[config.mk]
export PLATFORM = sky130hd
export DESIGN_NAME = read_return_engine
export DESIGN_NICKNAME = d
export VERILOG_FILES = /design/src/rtl/read_return_engine.sv
export SDC_FILE = /design/constraint.sdc
export NUM_CORES = 2
export LEC_CHECK = 0
export CAP_MARGIN = 20
export CELL_PAD_IN_SITES_DETAIL_PLACEMENT = 1
export CELL_PAD_IN_SITES_GLOBAL_PLACEMENT = 1
export CORE_ASPECT_RATIO = 0.6
export CORE_MARGIN = 1
export CORE_UTILIZATION = 37
export CTS_BUF_LIST = sky130_fd_sc_hd__clkbuf_8
export DETAILED_ROUTE_END_ITERATION = 10
export GPL_TIMING_DRIVEN = 0
export PLACE_DENSITY_LB_ADDON = 0.1
export SLEW_MARGIN = 5
export SYNTH_ARGS = -nofsm -noshare
export SYNTH_HDL_FRONTEND = slang
export SYNTH_SLANG_ARGS = --single-unit
[constraint.sdc]
create_clock -name clk_in -period 48.1 [get_ports clk_in]
set_clock_uncertainty 0.05 [all_clocks]
set_input_delay 9.62 -clock clk_in [delete_from_list [all_inputs] [get_ports clk_in]]
set_output_delay 9.62 -clock clk_in [all_outputs]
set_load 0.01 [all_outputs]
[src/rtl/read_return_engine.sv]
// read_return_engine: timestamped read queue that captures critical-word-first bursts into full lines
module read_return_engine #(
   parameter int          DATA_WIDTH  = 64,
   parameter int          BURST_LEN   = 8,
   parameter int          QUEUE_DEPTH = 16,
   parameter int          TAG_BITS    = 64,
   parameter int          CAS_LATENCY = 22,
   parameter logic [31:0] CYCLE_INIT  = 32'd0
) (
   input  logic                            clk_in,
   input  logic                            rst_in,
   input  logic                            issue_valid_in,
   input  logic [TAG_BITS-1:0]             issue_tag_in,
   input  logic [$clog2(BURST_LEN)-1:0]    issue_col_in,
   output logic                            issue_ready_out,
   input  logic                            flush_in,
   input  logic [DATA_WIDTH-1:0]           dq_in,
   output logic                            capturing_out,
   output logic                            data_valid_out,
   output logic [TAG_BITS-1:0]             data_tag_out,
   output logic [BURST_LEN*DATA_WIDTH-1:0] data_line_out,
   output logic [$clog2(QUEUE_DEPTH):0]    count_out,
   output logic                            overflow_out,
   output logic                            timing_err_out
);
   localparam int          CW    = $clog2(BURST_LEN);
   localparam int          PW    = $clog2(QUEUE_DEPTH);
   localparam logic [31:0] CAS   = 32'(CAS_LATENCY);
   localparam logic [PW:0] DEPTH = (PW+1)'(QUEUE_DEPTH);
   localparam logic [CW-1:0] LAST_BEAT = CW'(BURST_LEN - 1);

   typedef enum logic {IDLE, BURST} state_t;

   state_t                          state_q, state_d;
   logic [31:0]                     cycle_q;
   logic [TAG_BITS-1:0]             tag_mem  [QUEUE_DEPTH];
   logic [CW-1:0]                   col_mem  [QUEUE_DEPTH];
   logic [31:0]                     time_mem [QUEUE_DEPTH];
   logic [PW-1:0]                   rd_q, wr_q, rd_nx;
   logic [PW:0]                     count_q;
   logic [CW-1:0]                   beat_q, beat_d, slot;
   logic [BURST_LEN*DATA_WIDTH-1:0] line_q, line_d;
   logic [31:0]                     head_age, next_age;
   logic                            full, accept, last, deq, start, late;

   // age is measured to the edge that would sample the first beat, so "due" means age >= CAS
   assign rd_nx           = rd_q + PW'(1);
   assign head_age        = cycle_q - time_mem[rd_q] + 32'd1;
   assign next_age        = cycle_q - time_mem[rd_nx] + 32'd1;
   assign full            = count_q == DEPTH;
   assign accept          = issue_valid_in && !full && !flush_in;
   assign last            = state_q == BURST && beat_q == LAST_BEAT;
   assign deq             = last && !flush_in;
   assign slot            = col_mem[rd_q] + beat_q;
   assign issue_ready_out = !full;
   assign capturing_out   = state_q == BURST;
   assign count_out       = count_q;

   // next state and beat index; a burst restarts on its own last beat when the next head is due
   always_comb begin
      state_d = state_q;
      beat_d  = '0;
      start   = 1'b0;
      late    = 1'b0;
      if (flush_in)
         state_d = IDLE;
      else if (state_q == IDLE) begin
         start   = count_q != '0 && head_age >= CAS;
         late    = head_age > CAS;
         state_d = start ? BURST : IDLE;
      end else if (last) begin
         start   = count_q > (PW+1)'(1) && next_age >= CAS;
         late    = next_age > CAS;
         state_d = start ? BURST : IDLE;
      end else
         beat_d  = beat_q + CW'(1);
   end

   // state register, beat counter and free-running timestamp counter
   always_ff @(posedge clk_in or posedge rst_in)
      if (rst_in) begin
         state_q <= IDLE;
         beat_q  <= '0;
         cycle_q <= CYCLE_INIT;
      end else begin
         state_q <= state_d;
         beat_q  <= beat_d;
         cycle_q <= cycle_q + 32'd1;
      end

   // queue pointers and occupancy; an entry leaves only when its last beat is sampled
   always_ff @(posedge clk_in or posedge rst_in)
      if (rst_in) begin
         rd_q    <= '0;
         wr_q    <= '0;
         count_q <= '0;
      end else if (flush_in) begin
         rd_q    <= '0;
         wr_q    <= '0;
         count_q <= '0;
      end else begin
         if (accept) wr_q <= wr_q + PW'(1);
         if (deq) rd_q <= rd_nx;
         count_q <= count_q + (PW+1)'(accept) - (PW+1)'(deq);
      end

   // queue storage: tag, critical beat and issue timestamp
   always_ff @(posedge clk_in)
      if (accept) begin
         tag_mem[wr_q]  <= issue_tag_in;
         col_mem[wr_q]  <= issue_col_in;
         time_mem[wr_q] <= cycle_q;
      end

   // place the current beat into its critical-word-first slot
   always_comb begin
      line_d = line_q;
      if (state_q == BURST) line_d[slot*DATA_WIDTH +: DATA_WIDTH] = dq_in;
   end

   // line assembly, completion outputs and sticky error flags
   always_ff @(posedge clk_in or posedge rst_in)
      if (rst_in) begin
         line_q         <= '0;
         data_valid_out <= 1'b0;
         data_tag_out   <= '0;
         data_line_out  <= '0;
         overflow_out   <= 1'b0;
         timing_err_out <= 1'b0;
      end else begin
         line_q         <= line_d;
         data_valid_out <= deq;
         if (deq) begin
            data_line_out <= line_d;
            data_tag_out  <= tag_mem[rd_q];
         end
         if (issue_valid_in && full && !flush_in) overflow_out <= 1'b1;
         if (start && late) timing_err_out <= 1'b1;
      end
endmodule

==> metrics.txt <==
buffers inserted by post-CTS timing repair 0; switching power 1430 uW; count of antenna-violating nets left after detailed routing 0; via count normalized by instance count 5.51; Crit path arrival time 15.10 ns; setup-violating endpoint count in the final report 0; category of the most critical setup path in -> reg; Clock Pin Slew Worst Setup and Hold Paths 0.07 ns; Die Wd between 700 and 800 um; fraction of power consumed by combinational cells 10.9%; Most used DFF post-synth edfxtp_1; Final Hold Slack 0.416 ns; maximum vdd drop 0.0234 mV; Synth Cell Area 111000 sq um; detailed-route via count 68227; Worst R2R End timing_err_out; die area roughly 300000 sq um; largest net degree at the start of global routing 118; met3 routed wirelength 32.0 mm; top layer used by detailed routing met5; clock buffer count from CTS ~420; max_slew headroom approximately a fifth; number of antenna violations at the first check in global routing 33; most numerous cell types in the synthesized netlist edfxtp_1 (1584), nand2_1 (1205), dfrtp_1 (1140); register bit total from synthesis 2724; kind of start point of the critical path input port; TritonCTS clock tree done; final sum of negative setup slack 0 ns; Routed met1 length 194 mm; layout filler cell count about 29000; fin. max-slew vios 0; Critical R2R Launch rd_q[1]; number of maximum-capacitance violations 0; slew at the pin closest to its max-slew limit 1.20 ns; aggregate global-route resource usage 26.5%; TritonCTS sink count 2724; post_cts resized 0; overall routed net length 406 mm; Port Buffers 720; remaining routing DRC violations 120; Worst setup EP type flop; power per standard cell area between 30 and 40 nW/um^2; library cell with the highest instance count after synthesis edfxtp_1; post-synthesis cell type count 79; H-tree levels 5; result of the run complete, but fails checks; Hold Vio Cnt, Final 0; cell row count approximately 160; Reg power frac just over 50%; worst hold path stage count 2; number of warnings printed during yosys synthesis 0; count of mapped cells out of synthesis between 6000 and 7000; DRT Pass-1 Iters 9; maximum frequency from static timing analysis 0.0705 GHz; internal power summed over all cells 3850 uW; Data required, critical path 49.02 ns; final clock period utilization by the worst path between 20% and 30%; violated checks DRC; area added between synthesis and finish 22.0%; sequential area share after synthesis 68.7%; DP HPWL 299 mm; die span in y around 430 um; routability cong. 0.880; static leakage 0.0513 uW; initial core utilization 37.2%; Worst Hold Class reg -> reg; hold buffer count at cts 0; share of total power consumed by net switching between 20% and 30%; worst hold path startpoint line_q[317]; post-route minimum period 14.18 ns; Syn Nets ~6900; depth of the most critical reg-to-reg path 21; dominant cell type by area after synthesis edfxtp_1; Clock power frac a little under two fifths; first-pass GRT wire length 561 mm; clock latency at the later pin of the worst-skew pair roughly 1.1 ns; core region area 297000 sq um; number of primary I/O pins 721; Final #Nets slightly above 8000; area fraction of the dominant cell type after synthesis 43.0%; endpoint with the worst hold slack line_q[317]; max incr delay on CP 0.85 ns; EDFF count, synth approximately 1600; worst-path cell chain clkdlybuf4s50_1 -> inv_1 -> nand3_1 -> inv_2 -> buf_1 -> buf_1 -> clkbuf_1 -> ha_1 -> inv_1 -> ha_1 -> fa_1 -> a21oi_1 -> nor2_1 -> or3_1 -> a21oi_1; average detailed-routed wire length per instance 32.7 um; number of global-route vias before repair 69605; clock root buffer master clkbuf_8; async set-or-reset flop fraction in the synthesized netlist between 40% and 50%; synthesized area divided by synthesized cell count 16.6 sq um; Detailed Route Iter0 Violations 7172; Worst R2R Setup Slack 39.57 ns; core utilization of the finished layout 45.4%; setup repair after global routing missed its margin no; critical path's slowest cell clkbuf_1; fraction of final layout cells with drive strength greater than 1 25.1%; leftover overflow at the end of global routing 0; largest fanout on the critical path 11; wire length on met2 168 mm; total chip power between 5000 and 6000 uW; clk buf depth 4; largest cells by area after synthesis edfxtp_1 (43%), dfrtp_1 (26%), mux4_2 (13%), mux2_2 (5.2%), nand2_1 (4.1%)
## state kept, by name (all words and copies together), names as in the netlist
register        count
data_tag_out       64
line_q            512
data_line_out     512
timing_err_out      1
capturing_out       1
tag_mem          1024
wr_q                4
cycle_q            32
time_mem          512
count_out           5
col_mem            48
beat_q              3
rd_q                4
data_valid_out      1
overflow_out        1
## power groups by stage
stage                     Clock [uW]  Sequential (uW)  Combinational, uW
after floorplan                    0             2790                328
after global placement             0             2810                524
after detailed placement           0             2790                564
after CTS                       2010             2740                566
after global routing            2110             2760                630
final                           1960             2740                575
## layout make-up
| type | count | area [sq um] | area share [%] |
|---|---|---|---|
| clock inverters | 286 | 1580 | 1.17 |
| inverters | 97 | 372 | 0.275 |
| diodes | 16 | 40.0 | 0.0297 |
| plain buffers | 378 | 1700 | 1.26 |
| clock buffers | 485 | 6680 | 4.94 |
| repair buffers | 931 | 10800 | 8.00 |
| multi-input cells | 3470 | 32700 | 24.2 |
| flip-flops and latches | 2724 | 76100 | 56.4 |
| well taps | 4003 | 5010 | 3.71 |
## metal layers
metal  up-vias  track usage, %
li1      28049               -
met1     37133            41.8
met2      2521            36.6
met3       516            6.11
met4         8            6.79
met5         -               0
## worst max-delay path: cells and delay by family
kind	cells	cell delay, ns
AO/OA/AOI/OAI	2	0.29
adder cells (fa/ha/maj)	3	0.93
buffers and inverters	7	3.59
AND/OR/NAND/NOR	3	0.64
## how the worst max path moves through the flow
stage / start / to
floorplan: rst_in / beat_q[0]
global placement: rst_in / data_line_out[163]
detailed placement: flush_in / count_out[4]
CTS: flush_in / count_out[4]
global route: flush_in / count_out[4]
finish: flush_in / count_out[4]
## logic make-up after synthesis
| group | Yosys count | synth area share, % |
|---|---|---|
| AO/OA/AOI/OAI | 623 | 3.29 |
| XOR/XNOR | 76 | 0.608 |
| adder cells (fa/ha/maj) | 145 | 1.67 |
| buffers and inverters | 475 | 1.80 |
| flip-flops | 2724 | 68.7 |
| multiplexers | 1173 | 18.6 |
| AND/OR/NAND/NOR | 1453 | 5.30 |
## per-stage QoR
step / worst slack, ns / cells / cell area (sq um)
floorplan: 6.32 / 6669 / 111000
detailed placement: 32.92 / 11596 / 127000
global route: 33.82 / 12376 / 135000
finish: 33.92 / 12390 / 135000
global placement: -9.73 / 11392 / 123000
CTS: 34.06 / 12367 / 135000
## placed cells by master, fill, tap and decap left out, types with 44 or more instances in the layout
cell type	n
edfxtp_1	1584
nand2_1	1205
dfrtp_1	1140
clkdlybuf4s50_1	720
mux4_2	655
mux2_2	514
clkbuf_8	485
inv_1	270
o21ai_0	266
clkbuf_1	229
ha_1	141
o21ai_1	111
a21oi_1	70
nor2_1	63
buf_4	57
buf_6	56
buf_12	54
nand3_1	53
xnor2_1	44
buf_16	44
(Power assumes the default switching activity.)
